--- src/rtl/wb_stage.sv ---
// Write-back stage: aligns MEM control with mem's registered data, formats loads,
// selects the write-back source, drives the regfile write port, two forwarding ports and instret.
module wb_stage #(
    parameter int XLEN  = 32,
    parameter int CNT_W = 64
) (
    input  logic             clk,
    input  logic             rst,
    input  logic             valid_i,
    input  logic             flush_i,
    input  logic             regWE_i,
    input  logic [4:0]       rd_i,
    input  logic [1:0]       wbSel_i,
    input  logic [1:0]       dataSec_i,
    input  logic             unsigned_i,
    input  logic [XLEN-1:0]  pc_i,
    input  logic [XLEN-1:0]  data_i,
    input  logic [XLEN-1:0]  alu_i,
    output logic             regWE_o,
    output logic [4:0]       rd_o,
    output logic [XLEN-1:0]  wbData_o,
    output logic             fwd1V_o,
    output logic [4:0]       fwd1Rd_o,
    output logic [XLEN-1:0]  fwd1D_o,
    output logic             fwd2V_o,
    output logic [4:0]       fwd2Rd_o,
    output logic [XLEN-1:0]  fwd2D_o,
    output logic [CNT_W-1:0] instret_o
);

    logic             v_q, v_d;
    logic             regwe_q, regwe_d;
    logic [4:0]       rd_q, rd_d;
    logic [1:0]       wbsel_q, wbsel_d;
    logic [1:0]       datasec_q, datasec_d;
    logic             unsigned_q, unsigned_d;
    logic [XLEN-1:0]  pc_q, pc_d;
    logic             fwd2v_q, fwd2v_d;
    logic [4:0]       fwd2rd_q, fwd2rd_d;
    logic [XLEN-1:0]  fwd2d_q, fwd2d_d;
    logic [CNT_W-1:0] instret_q, instret_d;

    logic             wr_en;
    logic [4:0]       wr_rd;
    logic [XLEN-1:0]  wr_data;
    logic [XLEN-1:0]  load_val;
    logic [XLEN-1:0]  src_val;

    // Load formatting is big-endian: the addressed byte/half sits in the top bits of data_i.
    always_comb begin
        load_val = data_i;
        case (datasec_q)
            2'b00: load_val = unsigned_q ? {{(XLEN-8){1'b0}}, data_i[XLEN-1 -: 8]}
                                         : {{(XLEN-8){data_i[XLEN-1]}}, data_i[XLEN-1 -: 8]};
            2'b01: load_val = unsigned_q ? {{(XLEN-16){1'b0}}, data_i[XLEN-1 -: 16]}
                                         : {{(XLEN-16){data_i[XLEN-1]}}, data_i[XLEN-1 -: 16]};
            default: load_val = data_i;
        endcase
    end

    always_comb begin
        src_val = '0;
        case (wbsel_q)
            2'b00:   src_val = alu_i;
            2'b01:   src_val = load_val;
            2'b10:   src_val = pc_q + XLEN'(4);
            default: src_val = '0;
        endcase
    end

    // Writes to x0 are suppressed here so neither the regfile nor the forwarding ports see them.
    always_comb begin
        wr_en   = v_q & regwe_q & (rd_q != 5'd0);
        wr_rd   = wr_en ? rd_q : 5'd0;
        wr_data = wr_en ? src_val : '0;
    end

    always_comb begin
        v_d        = valid_i & ~flush_i;
        regwe_d    = regWE_i;
        rd_d       = rd_i;
        wbsel_d    = wbSel_i;
        datasec_d  = dataSec_i;
        unsigned_d = unsigned_i;
        pc_d       = pc_i;
        fwd2v_d    = wr_en;
        fwd2rd_d   = wr_rd;
        fwd2d_d    = wr_data;
        instret_d  = instret_q + {{(CNT_W-1){1'b0}}, v_q};
    end

    always_ff @(posedge clk or posedge rst) begin
        if (rst) begin
            v_q        <= 1'b0;
            regwe_q    <= 1'b0;
            rd_q       <= '0;
            wbsel_q    <= '0;
            datasec_q  <= '0;
            unsigned_q <= 1'b0;
            pc_q       <= '0;
            fwd2v_q    <= 1'b0;
            fwd2rd_q   <= '0;
            fwd2d_q    <= '0;
            instret_q  <= '0;
        end else begin
            v_q        <= v_d;
            regwe_q    <= regwe_d;
            rd_q       <= rd_d;
            wbsel_q    <= wbsel_d;
            datasec_q  <= datasec_d;
            unsigned_q <= unsigned_d;
            pc_q       <= pc_d;
            fwd2v_q    <= fwd2v_d;
            fwd2rd_q   <= fwd2rd_d;
            fwd2d_q    <= fwd2d_d;
            instret_q  <= instret_d;
        end
    end

    assign regWE_o   = wr_en;
    assign rd_o      = wr_rd;
    assign wbData_o  = wr_data;
    assign fwd1V_o   = wr_en;
    assign fwd1Rd_o  = wr_rd;
    assign fwd1D_o   = wr_data;
    assign fwd2V_o   = fwd2v_q;
    assign fwd2Rd_o  = fwd2rd_q;
    assign fwd2D_o   = fwd2d_q;
    assign instret_o = instret_q;

endmodule

--- config.mk ---
export PLATFORM = sky130hd
export DESIGN_NAME = wb_stage
export DESIGN_NICKNAME = d
export VERILOG_FILES = /design/src/rtl/wb_stage.sv
export SDC_FILE = /design/constraint.sdc
export NUM_CORES = 1
export LEC_CHECK = 0
export ABC_AREA = 1
export BUFFER_PORTS_ARGS = -buffer_cell sky130_fd_sc_hd__buf_2
export CORE_AREA = 3 3 126 128
export DETAILED_ROUTE_END_ITERATION = 10
export DIE_AREA = 0 0 129 131
export HOLD_SLACK_MARGIN = 0.1
export PLACE_DENSITY = 0.91
export REMOVE_ABC_BUFFERS = 1
export SYNTH_ARGS = -nofsm -noshare
export SYNTH_HDL_FRONTEND = slang
export SYNTH_SLANG_ARGS = --single-unit
--- constraint.sdc ---
create_clock -name clk -period 9.7 [get_ports clk]
set_input_delay 0.485 -clock clk [delete_from_list [all_inputs] [get_ports clk]]
set_output_delay 0.485 -clock clk [all_outputs]
set_load 0.02 [all_outputs]
Word level (Yosys, flattened, before mapping)

Index checks and enable logic that the tools add are counted.
Widths: inputs -> output; s select.

Bits of input ports: 111
Output and inout bits: 178
Register bits after elaboration: 146
Word-level logic and storage cells: 29

Reduce and logical (&&, ||, !) cells: 3
Equality and inequality tests: 3
Add/sub/neg operators: 2
Bitwise operators: 4
Mux-type cells: 6

Operator list:

| kind                  | count |
|---|---|
| $mux 32               | 3 |
| $pmux 32 s3           | 1 |
| $add 64x1->64         | 1 |
| $pmux 32 s2           | 1 |
| $add 32x3->32 const B | 1 |
| $mux 5                | 1 |
| $reduce_bool 5->1     | 1 |
| $eq 2x1->1 const B    | 2 |
| $logic_not 2->1       | 2 |
| $and 1x1->1           | 3 |
| $eq 2x2->1 const B    | 1 |
| $not 1->1             | 1 |

Longest topological paths before layout

Depth in word-level cells: 4
Depth in mapped cells: 10

Worst setup path before layout

Ideal clock, no wire load.

Path kind: input -> output
Start: input data_i[31]
End: output wbData_o[28]
Stages: 6
Setup slack: 7393 ps
Data required time: 9215 ps
Arrival time: 1822 ps
Buffers on the path: 2
Path through: inv_1 -> o21ai_0 -> buf_2 -> a32oi_1 -> a21oi_1 -> buf_4

Word-level cells in the longest chain between the ends: 4
Elaborated cells on any way between the ends: 5
Classes of those cells: 5 x mux

Ends and longest elaborated chain:

| element                           | RTL line | text |
|---|---|---|
| from (decl)                       | 17       | `input logic [XLEN-1:0] data_i,` |
| $mux 32, on equally long branches | 55, 53   |  |
| $pmux 32 s2 (*)                   | 52       | `case (datasec_q)` |
| $pmux 32 s3 (*)                   | 63       | `case (wbsel_q)` |
| $mux 32 (*)                       | 75       | `wr_data = wr_en ? src_val : '0;` |
| to (decl)                         | 21       | `output logic [XLEN-1:0] wbData_o,` |

Mark *: on every way between the ends. The rest lies on a longest branch, timed or not.

Final worst setup path

Start: register v_q
End: output fwd1D_o[15]

Word-level cells in the longest chain between the ends: 3

Ends and longest elaborated chain:

| element                  | RTL line | text |
|---|---|---|
| from (decl)              | 31       | `logic v_q, v_d;` |
| from (signal assigned)   | 106      | `v_q <= v_d;` |
| $and 1x1->1 (2 in a row) | 73       | `wr_en = v_q & regwe_q & (rd_q != 5'd0);` |
| $mux 32                  | 75       |  |
| to (decl)                | 24       | `output logic [XLEN-1:0] fwd1D_o,` |

Every way passes these cells.

==> impl_summary.md <==
Run status
The flow ran to the end, and the final reports show no timing, DRC or antenna violations.

Global route
The total overflow left after global routing is 0. The wire length of the first global-routing pass is 42600 um. For this run, the total global-route usage over all layers was measured as 33.3%. The number of global-route vias before repair is 7989. Entering global routing, the biggest net connects 85 pins.

The number of antenna violations at the first check in global routing was 4.

Floorplanning
The standard-cell row count is 45. The die covers 16900 um^2. After floorplanning, the core was sized to cover 15000 um^2. The die is 129 um wide. 289 I/O pins were placed. The initial standard-cell utilization of the core is 53.2%. The floorplan step set the die height to 131 um.

Yosys
The number of standard cells after synthesis is 1032. The cell area that synthesis handed to floorplanning was 7960 um^2. During synthesis, Yosys emitted a total of 0 warnings. Yosys mapped the design onto 35 distinct sky130hd cell types.

The share of synthesized registers carrying an async set or reset is 100%. Summing the sequential cell areas from Yosys gives 45.9% of the chip area. The number of enable-type register cells in the synthesized netlist is 0. In the synthesized netlist the dominant register cell turns out to be sky130_fd_sc_hd__dfrtp_1. After synthesis the netlist holds a flip-flop and latch count of 146. The synthesized area per cell is 7.72 um^2.

Detailed routing
The detail route stage leaves a number of antenna-violating nets equal to 0. In the routed layout, each cell is associated on average with a via count of 5.49. In the final routed layout, each cell accounts on average for 19.2 um. The violation count after the first detailed-route iteration is 671. The final layout contains routed wiring with a total length of 28600 um. The total number of vias is 8179. The detailed-routing iteration count for the pre-antenna-repair pass is 5. In the routed design, unresolved DRC markers number 0.

Final layout
The net count reported at finish is 1404. Registers take 3650 um^2. Summing all multi-input logic gate instances after layout gives 3560 um^2. The number of inserted filler cells in the final layout is 1348. The cell area after layout is 9860 um^2.

From synthesis to final layout, the design area changed by 23.8%. The fraction of final layout cells sized beyond drive strength 1 is 28.1%.

Timing
For the final routed database, the setup TNS stands at 0 ns. Setup violations remaining at the end of the flow were counted as 0. Measured against its own limit, the worst slew margin works out to 47.2%. The worst path meets setup with 6.38 ns of slack. Derived from the worst setup path, the maximum achievable clock frequency is 0.301 GHz. The final period demand of the worst path is 3.32 ns. For the pin with the worst max-slew slack, the measured transition is 0.792 ns. In the finished design, the share of the clock period the worst path needs comes to 34.2%. The number of hold violations in the final report is 0. The number of max-slew violations in the final report is 0. Clock skew on the completed layout was measured at 0.0106 ns. Setup repair after global routing left no endpoint under its margin.

Clock tree
The number of setup buffers added after CTS is 0. TritonCTS built the clock tree. Counting along the longest clock path gives a buffer depth of 2. The cell sitting at the root of the clock tree is a sky130_fd_sc_hd__clkbuf_16. The clock tree synthesis step divided the H-tree into 4 levels. The number of buffers created by CTS is 17. At the later pin of the worst-skew pair, clock insertion delay measures 0.42 ns. The number of buffers added to fix hold violations after cts is 0. Gates resized during post-CTS repair numbered 0.

The register clock-pin slew on the reported worst setup and hold paths is 0.06 ns. Counting every sink on the clock net gives 146.

Critical path
The sort of element at the end of the critical path is an output port. The largest driver fanout on the critical path is 21. At the worst endpoint, the arrival time is 2.84 ns. The data required time at the worst endpoint is 9.22 ns. By startpoint and endpoint, the worst setup path is classified as reg -> out. The worst setup path is launched from a flop.

Power and ir drop
Total power for the finished layout comes to 0.00143 W. The total power density per cell area is 145 nW/um^2. The static leakage is 5.02 nW.

The maximum vdd drop is 107 uV.

Placed design
Detailed placement ended at an HPWL of 23100 um. The number of buffer cells added on primary ports is 288. The post-place setup slack is 6.92 ns.

The instance area after placement is 9330 um^2. The congestion estimate from routability-driven global placement came to 0.989.

Flow run
The number of max-cap violations is 0.

Hold path
The type of the most critical hold path is in -> reg.
## cell usage after synthesis, types with 2 or more instances
library cell / n / area [um^2]
sky130_fd_sc_hd__inv_2: 4 / 15.0
sky130_fd_sc_hd__nor3_2: 11 / 110
sky130_fd_sc_hd__nor3_1: 22 / 110
sky130_fd_sc_hd__nand3_1: 64 / 320
sky130_fd_sc_hd__nor2_1: 141 / 529
sky130_fd_sc_hd__xnor2_1: 17 / 149
sky130_fd_sc_hd__a21boi_0: 5 / 37.5
sky130_fd_sc_hd__nand2_1: 289 / 1080
sky130_fd_sc_hd__nor2_2: 11 / 68.8
sky130_fd_sc_hd__xor2_1: 31 / 272
sky130_fd_sc_hd__and2_1: 2 / 12.5
sky130_fd_sc_hd__inv_1: 102 / 383
sky130_fd_sc_hd__o21ai_1: 5 / 25.0
sky130_fd_sc_hd__a21oi_1: 34 / 170
sky130_fd_sc_hd__o21bai_1: 6 / 45.0
sky130_fd_sc_hd__nor2_4: 5 / 56.3
sky130_fd_sc_hd__o21ai_0: 23 / 115
sky130_fd_sc_hd__buf_2: 7 / 35.0
sky130_fd_sc_hd__dfrtp_1: 146 / 3650
sky130_fd_sc_hd__o211ai_1: 8 / 60.1
sky130_fd_sc_hd__clkbuf_1: 9 / 33.8
sky130_fd_sc_hd__ha_1: 3 / 37.5
sky130_fd_sc_hd__nand2_2: 7 / 43.8
sky130_fd_sc_hd__a32oi_1: 11 / 96.3
sky130_fd_sc_hd__nand4_1: 15 / 93.8
sky130_fd_sc_hd__a31oi_1: 6 / 37.5
sky130_fd_sc_hd__nand3b_1: 3 / 22.5
sky130_fd_sc_hd__buf_4: 38 / 285
## cell usage in the layout, fill, tap and decap left out, types with 6 or more instances in the layout
cell                        Yosys  layout
sky130_fd_sc_hd__o211ai_1       8       8
sky130_fd_sc_hd__buf_2          7     288
sky130_fd_sc_hd__nand2_1      289     289
sky130_fd_sc_hd__o21bai_1       6       6
sky130_fd_sc_hd__a31oi_1        6       6
sky130_fd_sc_hd__nand2_2        7       7
sky130_fd_sc_hd__nor3_2        11      11
sky130_fd_sc_hd__xor2_1        31      31
sky130_fd_sc_hd__o21ai_0       23      23
sky130_fd_sc_hd__xnor2_1       17      17
sky130_fd_sc_hd__a32oi_1       11      11
sky130_fd_sc_hd__nor2_1       141     140
sky130_fd_sc_hd__clkbuf_16      0      17
sky130_fd_sc_hd__nor3_1        22      22
sky130_fd_sc_hd__nor2_2        11      12
sky130_fd_sc_hd__a21oi_1       34      34
sky130_fd_sc_hd__inv_1        102     101
sky130_fd_sc_hd__nand3_1       64      64
sky130_fd_sc_hd__nand4_1       15      15
sky130_fd_sc_hd__dfrtp_1      146     146
## final cells by class
| type | count | area share (%) |
|---|---|---|
| flip-flops and latches | 146 | 37.1 |
| multi-input cells | 725 | 36.1 |
| repair buffers | 293 | 15.0 |
| clock buffers | 18 | 4.45 |
| inverters | 107 | 4.12 |
| well taps | 188 | 2.39 |
| clock inverters | 12 | 0.876 |
| diodes | 2 | 0.0508 |
## flip-flops by register name, indices dropped and copies added, names as in the netlist
name / count
unsigned_q: 1
regwe_q: 1
fwd2D_o: 32
wbsel_q: 2
rd_q: 5
datasec_q: 2
fwd2Rd_o: 5
instret_o: 64
v_q: 1
fwd2V_o: 1
pc_q: 32
## routing by layer
metal	global-route usage [%]	part of all wire [%]
met1	40.7	38
met2	56.1	49
met3	7.80	8.9
met4	15.8	3.8
met5	0	0.084
## through the flow
stage | utilization (%) | hold slack (ns) | cells
after floorplan | - | 0.466 | 978
after global placement | 62.3 | 0.479 | 1459
after detailed placement | 62.3 | 0.489 | 1459
final | 65.8 | 0.167 | 1491
after CTS | 65.8 | 0.156 | 1489
after global routing | 65.8 | 0.148 | 1491
## worst paths after layout
path | endpoint | startpoint | slack [ns] | cells after the start
max | fwd1D_o[15] | v_q | 6.38 | 7
min | rd_q[2] | rd_i[2] | 0.17 | 1
max reg2reg | fwd2D_o[15] | v_q | 7.41 | 6
min reg2reg | instret_o[59] | instret_o[59] | 0.51 | 2
max in group asynchronous | pc_q[6] | rst | 8.17 | 3
min in group asynchronous | fwd2D_o[3] | rst | 0.22 | 2
## critical path: stages, from the launching register on
cell and delay (ns):
sky130_fd_sc_hd__dfrtp_1 0.37, sky130_fd_sc_hd__nand2_1 0.09, sky130_fd_sc_hd__inv_1 0.06, sky130_fd_sc_hd__nand2_1 0.27, sky130_fd_sc_hd__a21oi_1 0.36, sky130_fd_sc_hd__inv_1 0.38, sky130_fd_sc_hd__a21oi_1 0.59, sky130_fd_sc_hd__buf_2 0.29
## report_power, final
part           switching, W  internal, W  leakage (nW)
clock              0.000262     0.000331         0.254
sequential        0.0000291     0.000633          1.92
combinational      0.000116    0.0000566          2.85
## cell families (layout without fill, tap and decap cells)
logic type / after synthesis / after routing / share of synthesized area [%]
simple gates: 574 / 574 / 31.3
other cells: 0 / 2 / 0
xor+xnor: 48 / 48 / 5.28
compound gates: 100 / 100 / 7.59
fa+ha+maj: 3 / 3 / 0.471
flops: 146 / 146 / 45.9
buf+inv: 161 / 430 / 9.49
(Power assumes the default switching activity.)
